$ cat src/rtl/brightness_stepper_if.sv
// brightness_stepper_if: pushbutton inputs and duty outputs of the brightness stepper.
// slave is the stepper side, master is the side that owns the buttons and reads the duty.
interface brightness_stepper_if #(
  parameter int W = 4
);
  logic         btn_up;
  logic         btn_dn;
  logic [W-1:0] duty;
  logic         step_pulse;
  logic         at_max;
  logic         at_min;

  modport master (
    output btn_up, btn_dn,
    input  duty, step_pulse, at_max, at_min
  );

  modport slave (
    input  btn_up, btn_dn,
    output duty, step_pulse, at_max, at_min
  );
endinterface

$ cat src/rtl/brightness_stepper.sv
// brightness_stepper: synchronizes and debounces two active-low pushbuttons and
// turns presses into single up/down steps of a W-bit duty register, with
// auto-repeat while a button is held.
// Optional feature macro: BRIGHT_WRAP_EN -- when defined the duty wraps at
// 0 / 2^W-1, otherwise it saturates at the limits.
// The step for a new press is registered on the transition into STEP, so the
// new duty and step_pulse appear together with the STEP state.
module brightness_stepper #(
  parameter int W             = 4,
  parameter int DB_CYCLES     = 500_000,
  parameter int HOLD_CYCLES   = 25_000_000,
  parameter int REPEAT_CYCLES = 5_000_000,
  parameter int INIT_DUTY     = 0
) (
  input logic                   clk,
  input logic                   rst_n,
  brightness_stepper_if.slave   bus
);

  localparam int DB_W  = $clog2(DB_CYCLES + 1);
  localparam int TM_MX = (HOLD_CYCLES > REPEAT_CYCLES) ? HOLD_CYCLES : REPEAT_CYCLES;
  localparam int TM_W  = $clog2(TM_MX + 1);

  localparam logic [W-1:0]    MAX_DUTY  = '1;
  localparam logic [W-1:0]    INIT_VAL  = W'(INIT_DUTY);
  localparam logic [DB_W-1:0] DB_LIMIT  = DB_W'(DB_CYCLES);
  localparam logic [TM_W-1:0] HOLD_LIM  = TM_W'(HOLD_CYCLES - 1);
  localparam logic [TM_W-1:0] REP_LIM   = TM_W'(REPEAT_CYCLES - 1);

  typedef enum logic [2:0] {
    S_IDLE,
    S_STEP,
    S_HOLD,
    S_REPEAT,
    S_BLOCK
  } state_t;

  // Index 0 = up button, index 1 = down button; all levels active-high.
  logic [1:0]      raw_p0;
  logic [1:0]      raw_p1;
  logic [1:0]      key;
  logic [DB_W-1:0] db_cnt [2];

  state_t          state;
  logic            dir_dn;
  logic [TM_W-1:0] timer;
  logic [W-1:0]    duty_q;
  logic            pulse_q;

  logic            own_key;
  logic            opp_key;
  logic [TM_W-1:0] tmr_lim;

  // One step of the duty register in the requested direction.
  function automatic logic [W-1:0] next_duty(input logic [W-1:0] d, input logic dn);
`ifdef BRIGHT_WRAP_EN
    return dn ? (d - 1'b1) : (d + 1'b1);
`else
    if (dn)
      return (d == '0) ? d : (d - 1'b1);
    else
      return (d == MAX_DUTY) ? d : (d + 1'b1);
`endif
  endfunction

  assign own_key = dir_dn ? key[1] : key[0];
  assign opp_key = dir_dn ? key[0] : key[1];
  assign tmr_lim = (state == S_HOLD) ? HOLD_LIM : REP_LIM;

  // Two-flop synchronizer; buttons are inverted here so pressed = 1.
  always_ff @(posedge clk) begin
    if (!rst_n) begin
      raw_p0 <= '0;
      raw_p1 <= '0;
    end else begin
      raw_p0 <= {~bus.btn_dn, ~bus.btn_up};
      raw_p1 <= raw_p0;
    end
  end

  // Debouncer: the key follows the synchronized level only after it has
  // disagreed for DB_CYCLES+1 consecutive cycles.
  always_ff @(posedge clk) begin
    if (!rst_n) begin
      key       <= '0;
      db_cnt[0] <= '0;
      db_cnt[1] <= '0;
    end else begin
      for (int i = 0; i < 2; i++) begin
        if (raw_p1[i] == key[i]) begin
          db_cnt[i] <= '0;
        end else if (db_cnt[i] == DB_LIMIT) begin
          key[i]    <= ~key[i];
          db_cnt[i] <= '0;
        end else begin
          db_cnt[i] <= db_cnt[i] + 1'b1;
        end
      end
    end
  end

  // Press / hold / repeat / block control with registered duty and pulse.
  always_ff @(posedge clk) begin
    if (!rst_n) begin
      state   <= S_IDLE;
      dir_dn  <= 1'b0;
      timer   <= '0;
      duty_q  <= INIT_VAL;
      pulse_q <= 1'b0;
    end else begin
      pulse_q <= 1'b0;
      case (state)
        S_IDLE: begin
          if (key == 2'b11) begin
            state <= S_BLOCK;
          end else if (key != 2'b00) begin
            dir_dn  <= key[1];
            duty_q  <= next_duty(duty_q, key[1]);
            pulse_q <= (next_duty(duty_q, key[1]) != duty_q);
            state   <= S_STEP;
          end
        end
        S_STEP: begin
          timer <= '0;
          state <= S_HOLD;
        end
        S_HOLD, S_REPEAT: begin
          if (opp_key) begin
            state <= S_BLOCK;
          end else if (!own_key) begin
            state <= S_IDLE;
          end else if (timer == tmr_lim) begin
            duty_q  <= next_duty(duty_q, dir_dn);
            pulse_q <= (next_duty(duty_q, dir_dn) != duty_q);
            timer   <= '0;
            state   <= S_REPEAT;
          end else begin
            timer <= timer + 1'b1;
          end
        end
        S_BLOCK: begin
          if (key == 2'b00)
            state <= S_IDLE;
        end
        default: state <= S_IDLE;
      endcase
    end
  end

  assign bus.duty       = duty_q;
  assign bus.step_pulse = pulse_q;
  assign bus.at_max     = (duty_q == MAX_DUTY);
  assign bus.at_min     = (duty_q == '0);

endmodule

$ cat src/flat_wrapper.sv
// flat-port wrapper written by rule: the top's interface ports become plain ports
module brightness_stepper_flat 
#(
  parameter int W             = 4,
  parameter int DB_CYCLES     = 500_000,
  parameter int HOLD_CYCLES   = 25_000_000,
  parameter int REPEAT_CYCLES = 5_000_000,
  parameter int INIT_DUTY     = 0
)
  (clk, rst_n, bus_btn_up, bus_btn_dn, bus_duty, bus_step_pulse, bus_at_max, bus_at_min);
  brightness_stepper_if #(.W(W)) bus_i ();
  input logic clk;
  input logic rst_n;
  input wire logic [$bits(bus_i.btn_up)-1:0] bus_btn_up;
  input wire logic [$bits(bus_i.btn_dn)-1:0] bus_btn_dn;
  output wire logic [$bits(bus_i.duty)-1:0] bus_duty;
  output wire logic [$bits(bus_i.step_pulse)-1:0] bus_step_pulse;
  output wire logic [$bits(bus_i.at_max)-1:0] bus_at_max;
  output wire logic [$bits(bus_i.at_min)-1:0] bus_at_min;
  assign bus_i.btn_up = bus_btn_up;
  assign bus_i.btn_dn = bus_btn_dn;
  assign bus_duty = bus_i.duty;
  assign bus_step_pulse = bus_i.step_pulse;
  assign bus_at_max = bus_i.at_max;
  assign bus_at_min = bus_i.at_min;
  brightness_stepper #(.W(W), .DB_CYCLES(DB_CYCLES), .HOLD_CYCLES(HOLD_CYCLES), .REPEAT_CYCLES(REPEAT_CYCLES), .INIT_DUTY(INIT_DUTY)) u_core (.clk(clk), .rst_n(rst_n), .bus(bus_i));
endmodule
$ cat config.mk
export PLATFORM = sky130hd
export DESIGN_NAME = brightness_stepper_flat
export DESIGN_NICKNAME = d
export VERILOG_FILES = /design/src/rtl/brightness_stepper_if.sv /design/src/rtl/brightness_stepper.sv /design/src/flat_wrapper.sv
export SDC_FILE = /design/constraint.sdc
export NUM_CORES = 1
export LEC_CHECK = 0
export BUFFER_PORTS_ARGS = -buffer_cell sky130_fd_sc_hd__buf_2
export CAP_MARGIN = 25
export CORE_MARGIN = 2
export CORE_UTILIZATION = 60
export DETAILED_ROUTE_END_ITERATION = 8
export PLACE_DENSITY = 0.77
export SYNTH_ARGS = -nofsm -noshare
export SYNTH_HDL_FRONTEND = slang
export SYNTH_SLANG_ARGS = --single-unit
$ cat constraint.sdc
create_clock -name clk -period 6.6 [get_ports clk]
set_clock_uncertainty 0.05 [all_clocks]
set_input_delay 1.32 -clock clk [delete_from_list [all_inputs] [get_ports clk]]
set_output_delay 1.32 -clock clk [all_outputs]
set_load 0.1 [all_outputs]
### Word level (Yosys, flattened, before mapping)

Memory sizes are Yosys's and may differ from the RTL's.
Cells that the tools add are included.

| storage, ports and cells | value |
|---|---|
| register bits after elaboration | 40 |
| bits in writable memories | 38 |
| bits of input ports | 4 |
| output and inout bits | 7 |
| word-level logic and storage cells | 125 |
| memories | 1 |

Memory list:

| memory | depth | width | rd ports | clocked after memory_dff | write ports | line | text |
|---|---|---|---|---|---|---|---|
| u_core.db_cnt | 2 | 19 | 2 | 0 | 2 | brightness_stepper.sv:42 | `logic [DB_W-1:0] db_cnt [2];` |

| cells by class | value |
|---|---|
| add/sub/neg operators | 5 |
| equality and inequality tests | 21 |
| muxes and demuxes | 63 |
| bitwise gates (word level) | 13 |
| reduce and logical (&&, ||, !) cells | 13 |

Operators by type and width:

| kind | count |
|---|---|
| 19-bit two-way mux | 6 |
| 25-bit two-way mux | 4 |
| 4-bit two-way mux | 13 |
| 25-bit case mux with 2 select lines | 1 |
| 19-bit by 1-bit adder with 19-bit output, second input constant | 2 |
| 19-bit == test, second input constant | 2 |
| 1-bit two-way mux | 30 |
| 25-bit by 1-bit adder with 25-bit output, second input constant | 1 |
| 25-bit == test | 1 |
| 3-bit two-way mux | 6 |
| 3-bit case mux with 4 select lines | 1 |
| 3-bit AND reduction | 3 |
| 2-bit by 1-bit != test with 1-bit output, second input constant | 4 |
| 4-bit != test | 2 |
| 4-bit case mux with 2 select lines | 1 |
| 1-bit NOT | 7 |
| 3-bit by 2-bit == test with 1-bit output, second input constant | 2 |
| 1-bit bitwise OR | 6 |
| 6-bit AND reduction | 1 |
| 2-bit nonzero test | 3 |
| 4-bit by 1-bit adder with 4-bit output, second input constant | 1 |
| 4-bit == test, second input constant | 1 |
| 4-bit zero test | 1 |
| 2-bit != test, second input constant | 2 |
| 12 further kinds | 14 |

### Longest topological paths before layout

Gate-level depths: netlist of run 1.

| depth | value |
|---|---|
| word-level depth | 13 |
| gate-level depth with buffers | 8 |
| depth with buffers taken out | 7 |

### Least setup slack after synthesis of run 1

Ideal clock, no wire load.

| path | value |
|---|---|
| kind | register to output |
| from | reg u_core.duty_q[1] (netlist: u_core.bus.duty[1]) |
| to | out bus_at_min |
| data arrival time | 3.324 ns |
| required time | 5.230 ns |
| path slack | 1.906 ns |
| stages on the path, launching flop included | 4 |
| path buffers | 0 |
| path through | dfxtp_1 > inv_1 > ha_1 > nor3b_1 |

| between the ends | value |
|---|---|
| cells in the longest elaborated chain, start to end | 1 |

RTL lines:

| what | line | text |
|---|---|---|
| start: declaration | brightness_stepper.sv:47 | `logic [W-1:0] duty_q;` |
| start signal: assignment | brightness_stepper.sv:118 | `duty_q <= next_duty(duty_q, key[1]);` |
| start signal: assignment | brightness_stepper.sv:133 | `duty_q <= next_duty(duty_q, dir_dn);` |
| 4-bit zero test | brightness_stepper.sv:153 | `assign bus.at_min = (duty_q == '0);` |
| end: declaration | flat_wrapper.sv:19 | `output wire logic [$bits(bus_i.at_min)-1:0] bus_at_min;` |

No other way between the ends.

### Final worst setup path of run 1

| path | value |
|---|---|
| from | reg u_core.duty_q[0] (netlist: u_core.bus.duty[0]) |
| to | out bus_at_min |

Same word-level chain as after synthesis.

==> impl_results.md, run 1 <==
* Critical Path Source Type: flip-flop
* Share of the synthesized area in the top cell type at 27.5%
* # rows at 30
* CP max FO at 6
* Met2 Usage GRT at 34.5%
* RSZ-0062 raised after global routing: false
* DR pass1 iterations at 4
* FF+latch count, synth at 78
* Hold buffer count at cts at 0
* Syn. warnings at 0
* Post-synthesis area per instance at 9.29 sq um
* Critical path cell sequence: inv_1 > ha_1 > nor3b_1 > buf_2
* First-pass GRT wire length at 12.9 mm
* Post-synth EDFFs at 38
* Via count at 3055
* Slew HR at 35.3%
* Critical path type: flip-flop to output pin
* Initial Utilization at 61.7%
* Final Max Tran Viols at 0
* DR WL/cell at 13.1 um
* Setup violators final at 0
* Clock root buffer master: clkbuf_8
* CTS Buffer Depth at 2
* Final wirelength at 7.47 mm
* Mapped Area at 4140 sq um
* Max_cap viols at 0
* Worst skew pair latency at 0.36 ns
* Cells after Synth at 446
* Worst-path clk slew at 0.09 ns
* Total gr overflow at 0
* GR Util met3 at 3.70%
* Outcome: finished clean
* Tmin final at 3.14 ns
* GRT met1 Usage at 28.5%
* Initial antenna violation count at 0
* Post-synth top flop: dfxtp_1
* TritonCTS clock tree: built
* Core area at 6720 sq um
* Post-CTS Repair Setup Buffers at 0
* Detailed Place HPWL at 5.29 mm
* Max Clk Rate at 319 MHz
* Via density at 5.35
* I/O pin cnt at 11
* Synth cell types at 53
* Leakage at 1.61 nW
* Slowest stage cell, crit path: buf_2
* Placer congestion estimate at 0.786
* Fin nets at 497
* IO buf count at 10
* Chip height at 87.1 um
* Busiest layer in global routing: met2
* DRT antenna net count at 0
* DRC violations left at 0
* Tot GR Track Use at 21.4%
* Setup TNS at 0 ns
* Synth cell count leaders: nor2_1 (92), dfxtp_1 (40), edfxtp_1 (38), nand2_1 (38), xor2_1 (31)
* Fin. Hold Viols at 0
* Worst EP required at 5.23 ns
* Floorplan die width at 87.1 um
* Slowest cell delay on critical path at 0.48 ns
* Peak supply drop at 0.000136 V
* CP Capture Type: output pin
* Fraction of registers with async set/reset at 0%
* Top post-synthesis cells by area: edfxtp_1 (28%), dfxtp_1 (19%), nor2_1 (8.3%)
* # resized after CTS at 0
* Core Util, Final at 67.6%
* Die area at 7590 sq um
* Count leader, synth: nor2_1
* Worst slew pin tran at 0.970 ns
* Final Cycle Share at 47.6%
* Layout area overhead at 9.66%
* Pwr dens at 210 nW/um^2
* CTS buffer count at 9
* Diode count at 0
* Clk sinks at 78
* Yosys top cell by area: edfxtp_1
* Post-synthesis sequential area ratio at 46.9%
* Total number of H-tree levels at 3
* Vias in the first global route at 2899
* DRT iter0 DRCs at 123
* Largest net degree at the start of global routing at 26
* Crit path DAT at 1.77 ns
* Layout cells sized above 1 at 7.74%
* HP Class: flip-flop to flip-flop
metal layers:
layer | share of wire, % | vias up | routed length, um
met3 | 2.5 | 14 | 188
met5 | 0 | - | 0
li1 | - | 1573 | -
met2 | 46 | 40 | 3450
met1 | 49 | 1428 | 3670
met4 | 2.1 | 0 | 156
worst max-delay path: cells and delay by family (launching register included):
kind	cells	cell delay [ns]
buffers and inverters	2	0.58
DFF	1	0.37
and+or+nand+nor	1	0.25
adders and majority gates	1	0.21
stage by stage:
| step | std cells | instance area, sq um | hold WS [ns] | power [W] | worst slack [ns] |
|---|---|---|---|---|---|
| floorplan | 483 | 4280 | 0.362 | 0.000590 | 1.91 |
| global placement | 555 | 4350 | 0.363 | 0.000599 | 3.79 |
| detailed placement | 555 | 4350 | 0.374 | 0.000601 | 3.75 |
| CTS | 571 | 4540 | 0.382 | 0.000958 | 3.47 |
| global route | 571 | 4540 | 0.408 | 0.000987 | 3.40 |
| finish | 571 | 4540 | 0.375 | 0.000952 | 3.46 |
path summary, 6_finish.rpt:
path                                    from                            to  slack [ns]  depth (start not counted)
max          u_core.bus.duty[0]$_SDFFE_PN0P_                    bus_at_min        3.46                          4
max reg2reg       u_core.key[0]$_SDFFE_PN0N_  u_core.timer[0]$_SDFFE_PN0P_        3.80                          5
min reg2reg      u_core.raw_p0[1]$_SDFF_PN0_   u_core.raw_p1[1]$_SDFF_PN0_        0.37                          1
min              u_core.raw_p0[1]$_SDFF_PN0_   u_core.raw_p1[1]$_SDFF_PN0_        0.37                          1
cell usage in the layout (no fill, tap or decap), types with 2 or more instances in the layout:
master and count:
nand4b_1 2, clkbuf_8 9, xnor2_1 28, and2_1 3, a31oi_1 2, nand3b_1 2
nor2b_1 2, or3_1 8, nand2b_1 3, dfxtp_1 40, nand4_1 14, clkinvlp_4 3
inv_1 15, or2_2 3, o21ai_0 5, and3b_1 2, and4_1 3, xor2_1 31
buf_2 10, o221a_2 2, nor3_1 14, nand2_1 38, o21ai_2 2, conb_1 38
ha_1 7, nand3_1 20, a21oi_1 10, edfxtp_1 38, mux2i_1 6, nor4b_1 7
nor2_1 92, and3_1 10
where the power goes:
part           switching, W  leakage, nW  internal [W]  total (W)
logic             0.0000339        0.802     0.0000199  0.0000539
clock network      0.000186       0.0895      0.000175   0.000361
registers         0.0000166        0.715      0.000521   0.000537
cell type report:
class | count | area, sq um
multi-input combinational | 372 | 2200
tap | 80 | 100
inverter | 15 | 56.3
fill | 554 | 2180
sequential | 78 | 1940
clock inverter | 7 | 73.8
clock buffer | 9 | 124
timing repair buffer | 10 | 50.0
registers in the layout, summed over array words and instances, names as in the netlist:
register and count:
u_core.bus.duty 4, u_core.raw_p0 2, u_core.db_cnt 38, u_core.state 3, u_core.key 2, u_core.dir_dn 1
u_core.timer 25, u_core.bus.step_pulse 1, u_core.raw_p1 2
cell families after synthesis:
kind of cell | share of synthesized area, %
other | 0.0905
AOI/OAI and AO/OA | 5.77
adders and majority gates | 2.11
buffers and inverters | 3.44
and+or+nand+nor | 27.5
xor gates and xnor gates | 12.5
muxes | 1.72
DFF | 46.9
Note: power is estimated with default switching activity, not from simulation.
==> run 2: changes to the inputs <==
Clock period 6.6 ns to 3.25 ns, I/O delays scaled along.
==> impl_results.md, run 2 (synthesis results as in run 1) <==
* Final instance area at 4570 sq um (was 4540 sq um)
* Critical path type: flip-flop to flip-flop (was flip-flop to output pin)
* Core Util, Final at 68.1% (was 67.6%)
* Leakage at 1.63 nW (was 1.61 nW)
* Total number of H-tree levels at 3 (unchanged)
* IO buf count at 10 (unchanged)
* DRT iter0 DRCs at 156 (was 123)
* Initial Utilization at 61.7% (unchanged)
* Core area at 6720 sq um (unchanged)
* Clk sinks at 78 (unchanged)
* Reg2Reg Setup Slack at 0.74 ns (was 3.80 ns)
* Post-CTS Repair Setup Buffers at 0 (unchanged)
* Max Clk Rate at 399 MHz
* Layout cells sized above 1 at 7.72% (was 7.74%)
* CP Capture Type: flip-flop (was output pin)
* Worst slew pin tran at 0.653 ns (was 0.970 ns)
* Placer congestion estimate at 0.823 (was 0.786)
* Die area at 7590 sq um (unchanged)
* DR WL/cell at 12.8 um (was 13.1 um)
* Slew HR at 56.5% (was 35.3%)
* Fin nets at 498 (was 497)
* Tot GR Track Use at 20.9% (was 21.4%)
* # rows at 30 (unchanged)
* Max reg flops at 38 (unchanged)
* Largest net degree at the start of global routing at 26 (unchanged)
* Critical Path Source Type: flip-flop (unchanged)
* Biggest register: u_core.db_cnt (unchanged)
* Final wirelength at 7.34 mm (was 7.47 mm)
* Setup violators final at 0 (unchanged)
* Via density at 5.44 (was 5.35)
* Clock root buffer master: clkbuf_8 (unchanged)
* CP max FO at 12 (was 6)
* First-pass GRT wire length at 12.5 mm (was 12.9 mm)
* DR pass1 iterations at 4 (unchanged)
* Max_cap viols at 0 (unchanged)
* Total gr overflow at 0 (unchanged)
* Commonest non-fill, non-tap cells in the layout: nor2_1 (92), dfxtp_1 (40), nand2_1 (38), edfxtp_1 (38), conb_1 (38) (unchanged)
* Worst EP required at 3.43 ns (was 5.23 ns)
* Leading cell type in the layout, fill and taps excluded: nor2_1 (unchanged)
* Worst skew pair latency at 0.35 ns (was 0.36 ns)
* Crit path DAT at 2.69 ns (was 1.77 ns)
* Fin cells at 572 (was 571)
* Hold path cells at 1 (unchanged)
* Tmin final at 2.51 ns
* Fill cell count at 534 (was 554)
* Placed Cells at 556 (was 555)
* Layout area overhead at 10.4% (was 9.66%)
* Detailed Place HPWL at 5.08 mm (was 5.29 mm)
* I/O pin cnt at 11 (unchanged)
* HP Class: flip-flop to flip-flop (unchanged)
* DRC violations left at 0 (unchanged)
* Setup TNS at 0 ns (unchanged)
* Area after DPL at 4360 sq um (was 4350 sq um)
* WHS at 0.395 ns (was 0.375 ns)
* Peak supply drop at 0.000257 V (was 0.000136 V)
* Worst-path clk slew at 0.07 ns (was 0.09 ns)
* Hold buffer count at cts at 0 (unchanged)
* Fin. Hold Viols at 0 (unchanged)
* Diode count at 0 (unchanged)
* Worst r2r path cells at 6 (was 5)
* Final Cycle Share at 77.2%
* Outcome: finished clean (unchanged)
* CTS buffer count at 9 (unchanged)
* CTS Buffer Depth at 2 (unchanged)
* DRT antenna net count at 0 (unchanged)
* Pwr dens at 435 nW/um^2 (was 210 nW/um^2)
* # resized after CTS at 0 (unchanged)
* Floorplan die width at 87.1 um (unchanged)
* Chip height at 87.1 um (unchanged)
* Via count at 3109 (was 3055)
* Vias in the first global route at 2832 (was 2899)
* Final Max Tran Viols at 0 (unchanged)
* RSZ-0062 raised after global routing: false (unchanged)
* Initial antenna violation count at 0 (unchanged)
* TritonCTS clock tree: built (unchanged)
run 2: worst max-delay path, cell delays in order (launching register included):
cell and delay [ns]:
dfxtp_1 0.55, or3b_1 0.47, a311oi_4 0.55, nand4_2 0.30, nor3_1 0.29, xnor2_1 0.14
nor2_1 0.05
run 2: final timing paths:
path | endpoint | startpoint
worst max register to register | u_core.timer[24]$_SDFFE_PN0P_ | u_core.key[0]$_SDFFE_PN0N_
worst max-delay path | u_core.timer[24]$_SDFFE_PN0P_ | u_core.key[0]$_SDFFE_PN0N_
worst min register to register | u_core.raw_p1[1]$_SDFF_PN0_ | u_core.raw_p0[1]$_SDFF_PN0_
worst min-delay path | u_core.raw_p1[1]$_SDFF_PN0_ | u_core.raw_p0[1]$_SDFF_PN0_
run 2: per-layer routing:
metal | wire [um] | global-route usage [%] | part of all wire [%]
met3 | 268 | 4.74 | 3.7
met2 | 3340 | 32.0 | 46
met4 | 127 | 10.5 | 1.7
met5 | 0 | 0 | 0
met1 | 3600 | 28.0 | 49
run 2: report_power, final:
part	switching (W)	leakage [nW]	internal [W]	total [W]
Sequential	0.0000332	0.715	0.00106	0.00109
Combinational	0.0000696	0.809	0.0000429	0.000112
Clock	0.000336	0.104	0.000452	0.000788
run 2: final cells by class:
type                            instances  area [sq um]  share of cell area (%)
Inverter                               15          56.3                    1.23
Clock buffer                           12           145                    3.17
Timing Repair Buffer                   11          57.6                    1.26
Clock inverter                          4          71.3                    1.56
Multi-Input combinational cell        372          2200                    48.1
Tap cell                               80           100                    2.19
Sequential cell                        78          1940                    42.5
run 2: through the flow:
step,setup slack [ns],power [W]
final,0.742,0.00199
after global routing,0.543,0.00207
after CTS,0.761,0.00201
after detailed placement,0.778,0.00122
after global placement,0.847,0.00122
after floorplan,0.238,0.00120
